==> config.mk <==
export PLATFORM = sky130hd
export DESIGN_NAME = ahb_bus_arbiter
export DESIGN_NICKNAME = d
export VERILOG_FILES = /design/src/rtl/ahb_pkg.sv /design/src/rtl/ahb_rr_picker.sv /design/src/rtl/ahb_bus_arbiter.sv
export SDC_FILE = /design/constraint.sdc
export NUM_CORES = 1
export LEC_CHECK = 0
export ABC_CLOCK_PERIOD_IN_PS = 4980
export BUFFER_PORTS_ARGS = -buffer_cell sky130_fd_sc_hd__buf_2
export CORE_AREA = 2 2 81 83
export DETAILED_ROUTE_END_ITERATION = 7
export DIE_AREA = 0 0 83 85
export GPL_TIMING_DRIVEN = 0
export PLACE_DENSITY = 0.7
export SLEW_MARGIN = 10
export SYNTH_ARGS = -nofsm -noshare
export SYNTH_HDL_FRONTEND = slang
export SYNTH_HIERARCHICAL = 1
export SYNTH_SLANG_ARGS = --single-unit
==> constraint.sdc <==
create_clock -name clk -period 4.98 [get_ports clk]
set_input_delay 0.996 -clock clk [delete_from_list [all_inputs] [get_ports clk]]
set_output_delay 0.996 -clock clk [all_outputs]
set_load 0.1 [all_outputs]
==> src/rtl/ahb_pkg.sv <==
// Shared constants, state encoding and field helpers for the AHB bus arbiter.
package ahb_pkg;

    localparam int unsigned AHB_AW = 32;
    localparam int unsigned AHB_DW = 32;

    localparam int unsigned RWTYP_HI = 29;
    localparam int unsigned RWTYP_LO = 27;

    localparam int unsigned M_LSU = 0;
    localparam int unsigned M_IFU = 1;

    typedef enum logic [1:0] {
        S_IDLE  = 2'd0,
        S_GRANT = 2'd1,
        S_BUSY  = 2'd2
    } ahb_state_e;

    function automatic logic [2:0] rwtyp_of(input logic [AHB_AW-1:0] addr);
        return addr[RWTYP_HI:RWTYP_LO];
    endfunction

endpackage

==> src/rtl/ahb_rr_picker.sv <==
// Combinational round-robin picker: first set request at or after ptr, wrapping.
module ahb_rr_picker #(
    parameter int unsigned NUM_M  = 2,
    parameter int unsigned MIDX_W = (NUM_M > 1) ? $clog2(NUM_M) : 1
) (
    input  logic [NUM_M-1:0]  req,
    input  logic [MIDX_W-1:0] ptr,
    output logic              vld,
    output logic [MIDX_W-1:0] idx
);

    // Scan from the farthest position back toward ptr so the nearest hit wins.
    always_comb begin
        vld = 1'b0;
        idx = '0;
        for (int k = NUM_M - 1; k >= 0; k--) begin
            int unsigned j;
            j = (int'(ptr) + k) % NUM_M;
            if (req[j[MIDX_W-1:0]]) begin
                vld = 1'b1;
                idx = j[MIDX_W-1:0];
            end
        end
    end

endmodule

==> src/rtl/ahb_bus_arbiter.sv <==
// Round-robin arbiter sharing one simplified AHB slave port among NUM_M masters.
module ahb_bus_arbiter
    import ahb_pkg::*;
#(
    parameter int unsigned NUM_M     = 2,
    parameter int unsigned MIDX_W    = (NUM_M > 1) ? $clog2(NUM_M) : 1,
    parameter int unsigned GRANT_TMO = 16,
    parameter int unsigned TMO_W     = $clog2(GRANT_TMO + 1)
) (
    input  logic                     clk,
    input  logic                     rstn,
    input  logic [NUM_M-1:0]         hbusreq_m,
    input  logic [NUM_M-1:0]         haddr_ctrl_m,
    input  logic [NUM_M-1:0]         hwrite_m,
    input  logic [NUM_M*AHB_AW-1:0]  haddr_m,
    input  logic [NUM_M*AHB_DW-1:0]  hwdata_m,
    output logic [NUM_M-1:0]         hgrant_m,
    output logic [NUM_M-1:0]         hready_m,
    output logic [NUM_M-1:0]         hresp_m,
    output logic [AHB_AW-1:0]        haddr_s,
    output logic                     haddr_ctrl_s,
    output logic                     hwrite_s,
    output logic [AHB_DW-1:0]        hwdata_s,
    output logic [MIDX_W-1:0]        hmaster,
    input  logic                     hready_s,
    input  logic                     hresp_s
);

    ahb_state_e        state_q, state_d;
    logic [NUM_M-1:0]  hgrant_q, hgrant_d;
    logic [MIDX_W-1:0] hmaster_q, hmaster_d;
    logic [MIDX_W-1:0] rr_ptr_q, rr_ptr_d;
    logic [TMO_W-1:0]  tmo_cnt_q, tmo_cnt_d;

    logic [MIDX_W-1:0] nxt_ptr;
    logic [MIDX_W-1:0] pick_ptr;
    logic              pick_vld;
    logic [MIDX_W-1:0] pick_idx;
    logic              own_req;
    logic              own_ctrl;

    assign nxt_ptr  = (hmaster_q == MIDX_W'(NUM_M - 1)) ? '0 : hmaster_q + MIDX_W'(1);
    // On completion the owner ranks last, so arbitrate from the slot after it.
    assign pick_ptr = (state_q == S_BUSY) ? nxt_ptr : rr_ptr_q;
    assign own_req  = hbusreq_m[hmaster_q];
    assign own_ctrl = haddr_ctrl_m[hmaster_q];

    ahb_rr_picker #(
        .NUM_M  (NUM_M),
        .MIDX_W (MIDX_W)
    ) u_picker (
        .req (hbusreq_m),
        .ptr (pick_ptr),
        .vld (pick_vld),
        .idx (pick_idx)
    );

    always_comb begin
        state_d   = state_q;
        hgrant_d  = hgrant_q;
        hmaster_d = hmaster_q;
        rr_ptr_d  = rr_ptr_q;
        tmo_cnt_d = tmo_cnt_q;
        unique case (state_q)
            S_IDLE: begin
                if (pick_vld) begin
                    state_d           = S_GRANT;
                    hmaster_d         = pick_idx;
                    hgrant_d          = '0;
                    hgrant_d[pick_idx] = 1'b1;
                    tmo_cnt_d         = '0;
                end
            end
            S_GRANT: begin
                if (own_ctrl) begin
                    state_d  = S_BUSY;
                    rr_ptr_d = nxt_ptr;
                end else if (!own_req || tmo_cnt_q == TMO_W'(GRANT_TMO - 1)) begin
                    state_d  = S_IDLE;
                    hgrant_d = '0;
                    rr_ptr_d = nxt_ptr;
                end else if (tmo_cnt_q != '1) begin
                    tmo_cnt_d = tmo_cnt_q + TMO_W'(1);
                end
            end
            S_BUSY: begin
                if (hready_s) begin
                    rr_ptr_d = nxt_ptr;
                    hgrant_d = '0;
                    if (pick_vld) begin
                        state_d            = S_GRANT;
                        hmaster_d          = pick_idx;
                        hgrant_d[pick_idx] = 1'b1;
                        tmo_cnt_d          = '0;
                    end else begin
                        state_d = S_IDLE;
                    end
                end
            end
            default: begin
                state_d  = S_IDLE;
                hgrant_d = '0;
            end
        endcase
    end

    always_ff @(posedge clk or negedge rstn) begin
        if (!rstn) begin
            state_q   <= S_IDLE;
            hgrant_q  <= '0;
            hmaster_q <= '0;
            rr_ptr_q  <= '0;
            tmo_cnt_q <= '0;
        end else begin
            state_q   <= state_d;
            hgrant_q  <= hgrant_d;
            hmaster_q <= hmaster_d;
            rr_ptr_q  <= rr_ptr_d;
            tmo_cnt_q <= tmo_cnt_d;
        end
    end

    assign hgrant_m = hgrant_q;
    assign hmaster  = hmaster_q;

    // Slave side is forced quiet in idle; responses reach only the busy owner.
    always_comb begin
        haddr_s      = '0;
        haddr_ctrl_s = 1'b0;
        hwrite_s     = 1'b0;
        hwdata_s     = '0;
        hready_m     = '0;
        hresp_m      = '0;
        for (int i = 0; i < NUM_M; i++) begin
            if (hmaster_q == MIDX_W'(i)) begin
                if (state_q != S_IDLE) begin
                    haddr_s      = haddr_m[i*AHB_AW +: AHB_AW];
                    haddr_ctrl_s = haddr_ctrl_m[i];
                    hwrite_s     = hwrite_m[i];
                    hwdata_s     = hwdata_m[i*AHB_DW +: AHB_DW];
                end
                hready_m[i] = hready_s & (state_q == S_BUSY);
                hresp_m[i]  = hresp_s & (state_q == S_BUSY);
            end
        end
    end

endmodule

==> Word level (Yosys, flattened, before mapping) <==
Index checks and enable logic that the tools add are counted.
{ "op_classes": {"add_sub_neg": 3, "n_mul": 0, "div": 0, "order_cmp": 5, "eq_ne": 11, "n_shift": 0, "n_mux": 60, "bitwise_logic": 2, "n_reduce_logical": 13} }
{ "ops": {"columns": ["cell", "n"], "rows": [
  ["32-bit two-way mux", 8],
  ["1-bit two-way mux", 33],
  ["5-bit two-way mux", 5],
  ["2-bit two-way mux", 8],
  ["5-bit case mux with 3 select lines", 1],
  ["2-bit inequality test (second input constant)", 6],
  ["2-bit case mux with 3 select lines", 2],
  ["1-bit by 2-bit less-than comparator with 1-bit output (second input constant)", 4],
  ["3-bit AND reduction", 2],
  ["2-bit nonzero test", 3],
  ["5-bit by 1-bit adder with 5-bit output (second input constant)", 1],
  ["5-bit by 4-bit == test with 1-bit output (second input constant)", 1],
  ["5-bit inequality test (second input constant)", 1],
  ["5-bit AND reduction", 1],
  ["1-bit case mux with 2 select lines", 2],
  ["4-bit AND reduction", 1],
  ["3-bit inequality test (second input constant)", 1],
  ["3-bit nonzero test", 1],
  ["1-bit adder (second input constant)", 2],
  ["1-bit bitwise AND", 2],
  ["2-bit by 1-bit == test with 1-bit output (second input constant)", 1],
  ["2-bit == test (second input constant)", 1],
  ["2-bit zero test", 1],
  ["2-bit AND reduction", 1],
  ["other kinds (5)", 5]
]} }
{ "word_totals": {"regBits": 11, "latchBits": 0, "mem_bits_rw": 0, "romBits": 0, "input_bits": 138, "output_inout_bits": 73, "wordCells": 99, "n_memories": 0} }

==> Longest topological paths before layout <==
{ "logic_depth": {"ltp_word": 15, "depth_mapped": 11, "depth_no_buf": 10} }

==> By module <==
Netlist, hierarchy kept.
{ "modules_own_cells": {"columns": ["mod", "n_inst", "cells_per_inst", "area_per_inst_um2", "seq_area_each_um2"], "rows": [
  ["ahb_bus_arbiter", 1, 223, 1680.4, 275.3],
  ["ahb_rr_picker", 1, 3, 17.5, 0.0]
]} }

==> Worst setup path before layout <==
OpenSTA, ideal clock, no wires.
{ "synth_path": {"path_kind": "flip-flop to output port", "startpoint": "register hmaster_q, in the netlist hmaster", "endpoint": "output port haddr_s[0]", "t_arrival_ps": 3125, "t_required_ps": 3984, "setup_slack_ps": 859, "path_stages_with_launch": 5, "n_path_buf": 2, "cell_sequence": "dfrtp_1 -> buf_2 -> buf_1 -> mux2i_1 -> nor2_1"} }
{ "synth_via": {"elab_chain_cells": 3} }
{ "synth_rtl": {"columns": ["item", "line", "rtl"], "rows": [
  ["start, declared", "ahb_bus_arbiter.sv:31", "logic [MIDX_W-1:0] hmaster_q, hmaster_d;"],
  ["start signal, assigned", "ahb_bus_arbiter.sv:117", "hmaster_q <= hmaster_d;"],
  ["32-bit two-way mux", "ahb_bus_arbiter.sv:135", "if (hmaster_q == MIDX_W'(i)) begin"],
  ["32-bit two-way mux", "ahb_bus_arbiter.sv:136", "if (state_q != S_IDLE) begin"],
  ["32-bit two-way mux *", "ahb_bus_arbiter.sv:135", null],
  ["end, declared", "ahb_bus_arbiter.sv:20", "output logic [AHB_AW-1:0] haddr_s,"]
]} }
Every way passes the cells marked *; elsewhere a longest branch is shown, timed or not.

==> Final worst setup path <==
{ "layout_path": {"startpoint": "register hmaster_q, in the netlist hmaster", "endpoint": "output port hwdata_s[3]"} }
{ "layout_via": {"elab_chain_cells": 3} }
{ "layout_rtl": {"columns": ["item", "line", "rtl"], "rows": [
  ["32-bit two-way mux", "ahb_bus_arbiter.sv:135", null],
  ["32-bit two-way mux", "ahb_bus_arbiter.sv:136", null],
  ["32-bit two-way mux *", "ahb_bus_arbiter.sv:135", null],
  ["end, declared", "ahb_bus_arbiter.sv:23", "output logic [AHB_DW-1:0] hwdata_s,"]
]} }
Marks and branches as above.

==> flow_summary.json <==
{
  "yosysMostFrequentCell": "nor2_1",
  "clk_pin_slew_ns": 0.05,
  "report.final.slew_viol_count": 0,
  "endpoint_kind": "output port",
  "syn-num-nets": 367,
  "grt_max_degree": 12,
  "overflow": 0,
  "rows": 29,
  "antenna_found_initial": 2,
  "finalSetupViolCount": 0,
  "dp_slack_ns": 1.86,
  "finalCritPeriodShare_pct": 67.0,
  "ys_warn_count": 6,
  "gp_congestion": 0.894,
  "fp.dieH_um": 85,
  "layout.nets": 582,
  "arrival_ns": 2.34,
  "clk_latency_ns": 0.25,
  "critPathKind": "flip-flop to output port",
  "cts.sink_count": 11,
  "root_buffer": "clkbuf_8",
  "yosysTopAreaCell": "mux2i_1",
  "async_flop_share_pct": 100,
  "synth.avg_cell_area_um2": 7.51,
  "drtIter0Drc": 50,
  "cts_tree": "built",
  "setup_ws_ns": 1.65,
  "areaGrowthSynthToFinish_pct": 70.5,
  "fmax_ghz": 0.300,
  "hold_class": "flip-flop to flip-flop",
  "synth-main-ff-cell": "dfrtp_1",
  "htree_levels": 1,
  "start_util_pct": 27.4,
  "die_w_um": 83,
  "timing.max_cap.violations": 0,
  "worstMarginPinSlew_ns": 0.793,
  "io_pins": 211,
  "netlist_instances": 226,
  "grt_util_all_layers_pct": 20.0,
  "wl_per_cell_um": 14.2,
  "drive_gt1_share_pct": 50.5,
  "drcViolationCount": 0,
  "routed_wl_um": 7350,
  "vias": 2415,
  "slew_headroom_pct": 47.1,
  "max_stage_delay_ns": 0.63,
  "cts_inserted_buffers": 3,
  "cp_max_fo": 10,
  "cts_setup_buffers": 0,
  "cp_common_cell": "buf_2",
  "crit_path_cell_trace": "buf_2 > buf_1 > mux2i_1 > nor2_1 > buf_2",
  "min_period_ns": 3.33,
  "clk_path_buf_depth": 2,
  "grt_pass1_wl_um": 11700,
  "routed_via_density": 4.65,
  "rsz0062_at_grt": "no",
  "fin_worst_skew_ns": 0.00227,
  "grt_pass1_vias": 2448,
  "timing.setup.tns_ns": 0,
  "synth-edff-count": 0,
  "synth_cell_types": 35,
  "crit_path_start_kind": "flip-flop",
  "status": "finished clean",
  "port_buffers": 210,
  "netlist_area_mm2": 0.00170,
  "dieArea_mm2": 0.00706,
  "seq_area_frac_synth_pct": 16.2,
  "synth_area_leaders": "mux2i_1, dfrtp_1, nor2_1",
  "synth_top_area_share_pct": 40.7,
  "hold_violations": 0,
  "dpl_cell_area_mm2": 0.00285,
  "ys_top_cells_by_count": "nor2_1, mux2i_1, dfrtp_1",
  "critPathTopFamily": "buffers and inverters",
  "worst-path-buf-inv": 3,
  "cp.required_ns": 3.98,
  "slowest_stage": "buf_1",
  "post_cts_resized": 0,
  "final_area_mm2": 0.00290,
  "dr.pass1.iters": 5,
  "hpwl_um": 6230,
  "fp.coreArea_mm2": 0.00620,
  "hold_buffers": 0,
  "synth-seq-cells": 11,
  "ant_nets": 0
}
[cell usage in the layout (no fill, tap or decap), drive strengths merged, types with 2 or more instances in the layout]
cell type / synthesis / layout
nand2: 7 / 7
nand2b: 4 / 4
mux2: 2 / 2
o21ai: 3 / 3
a21o: 2 / 2
o2bb2ai: 2 / 2
ha: 3 / 3
a21boi: 2 / 2
and3: 3 / 3
nor2b: 2 / 2
o22ai: 2 / 2
inv: 4 / 4
and2: 2 / 2
a21oi: 3 / 3
dfrtp: 11 / 11
nor2: 72 / 72
buf: 10 / 220
clkbuf: 7 / 11
diode: 0 / 2
a31oi: 3 / 3
mux2i: 69 / 69
[metal layers]
layer	routed length [µm]	GRT usage (%)	vias up
met4	165	7.60	0
li1	-	-	1220
met1	2770	21.9	1095
met3	528	4.38	13
met2	3890	37.8	87
met5	0	0	-
[final cells by class]
type | count | area, µm²
Antenna cell | 2 | 5.00
Buffer | 17 | 67.6
Clock buffer | 4 | 45.0
Fill cell | 652 | 3310
Inverter | 4 | 15.0
Multi-Input combinational cell | 194 | 1340
Sequential cell | 11 | 275
Tap cell | 77 | 96.3
Timing Repair Buffer | 210 | 1050
[logic make-up after synthesis]
logic type	share of synthesized area [%]
and+or+nand+nor	24.2
AOI/OAI and AO/OA	10.5
DFF	16.2
adders and majority gates	2.21
muxes	42.0
buffers and inverters	4.86
[sequential cells by signal, indices dropped and copies added (netlist names)]
name	flops
tmo_cnt_q	5
hmaster	1
hgrant_m	2
rr_ptr_q	1
state_q	2
[through the flow]
stage,cells,utilization (%),hold WS (ns)
2_1_floorplan,226,-,0.478
3_3_place_gp,513,45.9,0.493
3_5_place_dp,513,45.9,0.505
4_1_cts,517,46.6,0.528
5_1_grt,517,46.6,0.551
6_report,519,46.7,0.518
[path summary, 6_finish.rpt]
check | startpoint | slack (ns) | cells after the start | end
max | hmaster | 1.65 | 5 | hwdata_s[3]
min | tmo_cnt_q[4] | 0.52 | 1 | tmo_cnt_q[4]
max reg2reg | tmo_cnt_q[0] | 2.50 | 7 | tmo_cnt_q[3]
min reg2reg | tmo_cnt_q[4] | 0.52 | 1 | tmo_cnt_q[4]
max in group asynchronous | rstn | 4.17 | 1 | hmaster
min in group asynchronous | rstn | 0.61 | 1 | state_q[0]
Power is not shown: default switching activity piles up to over one toggle a cycle in this logic, so the estimate is an artifact.
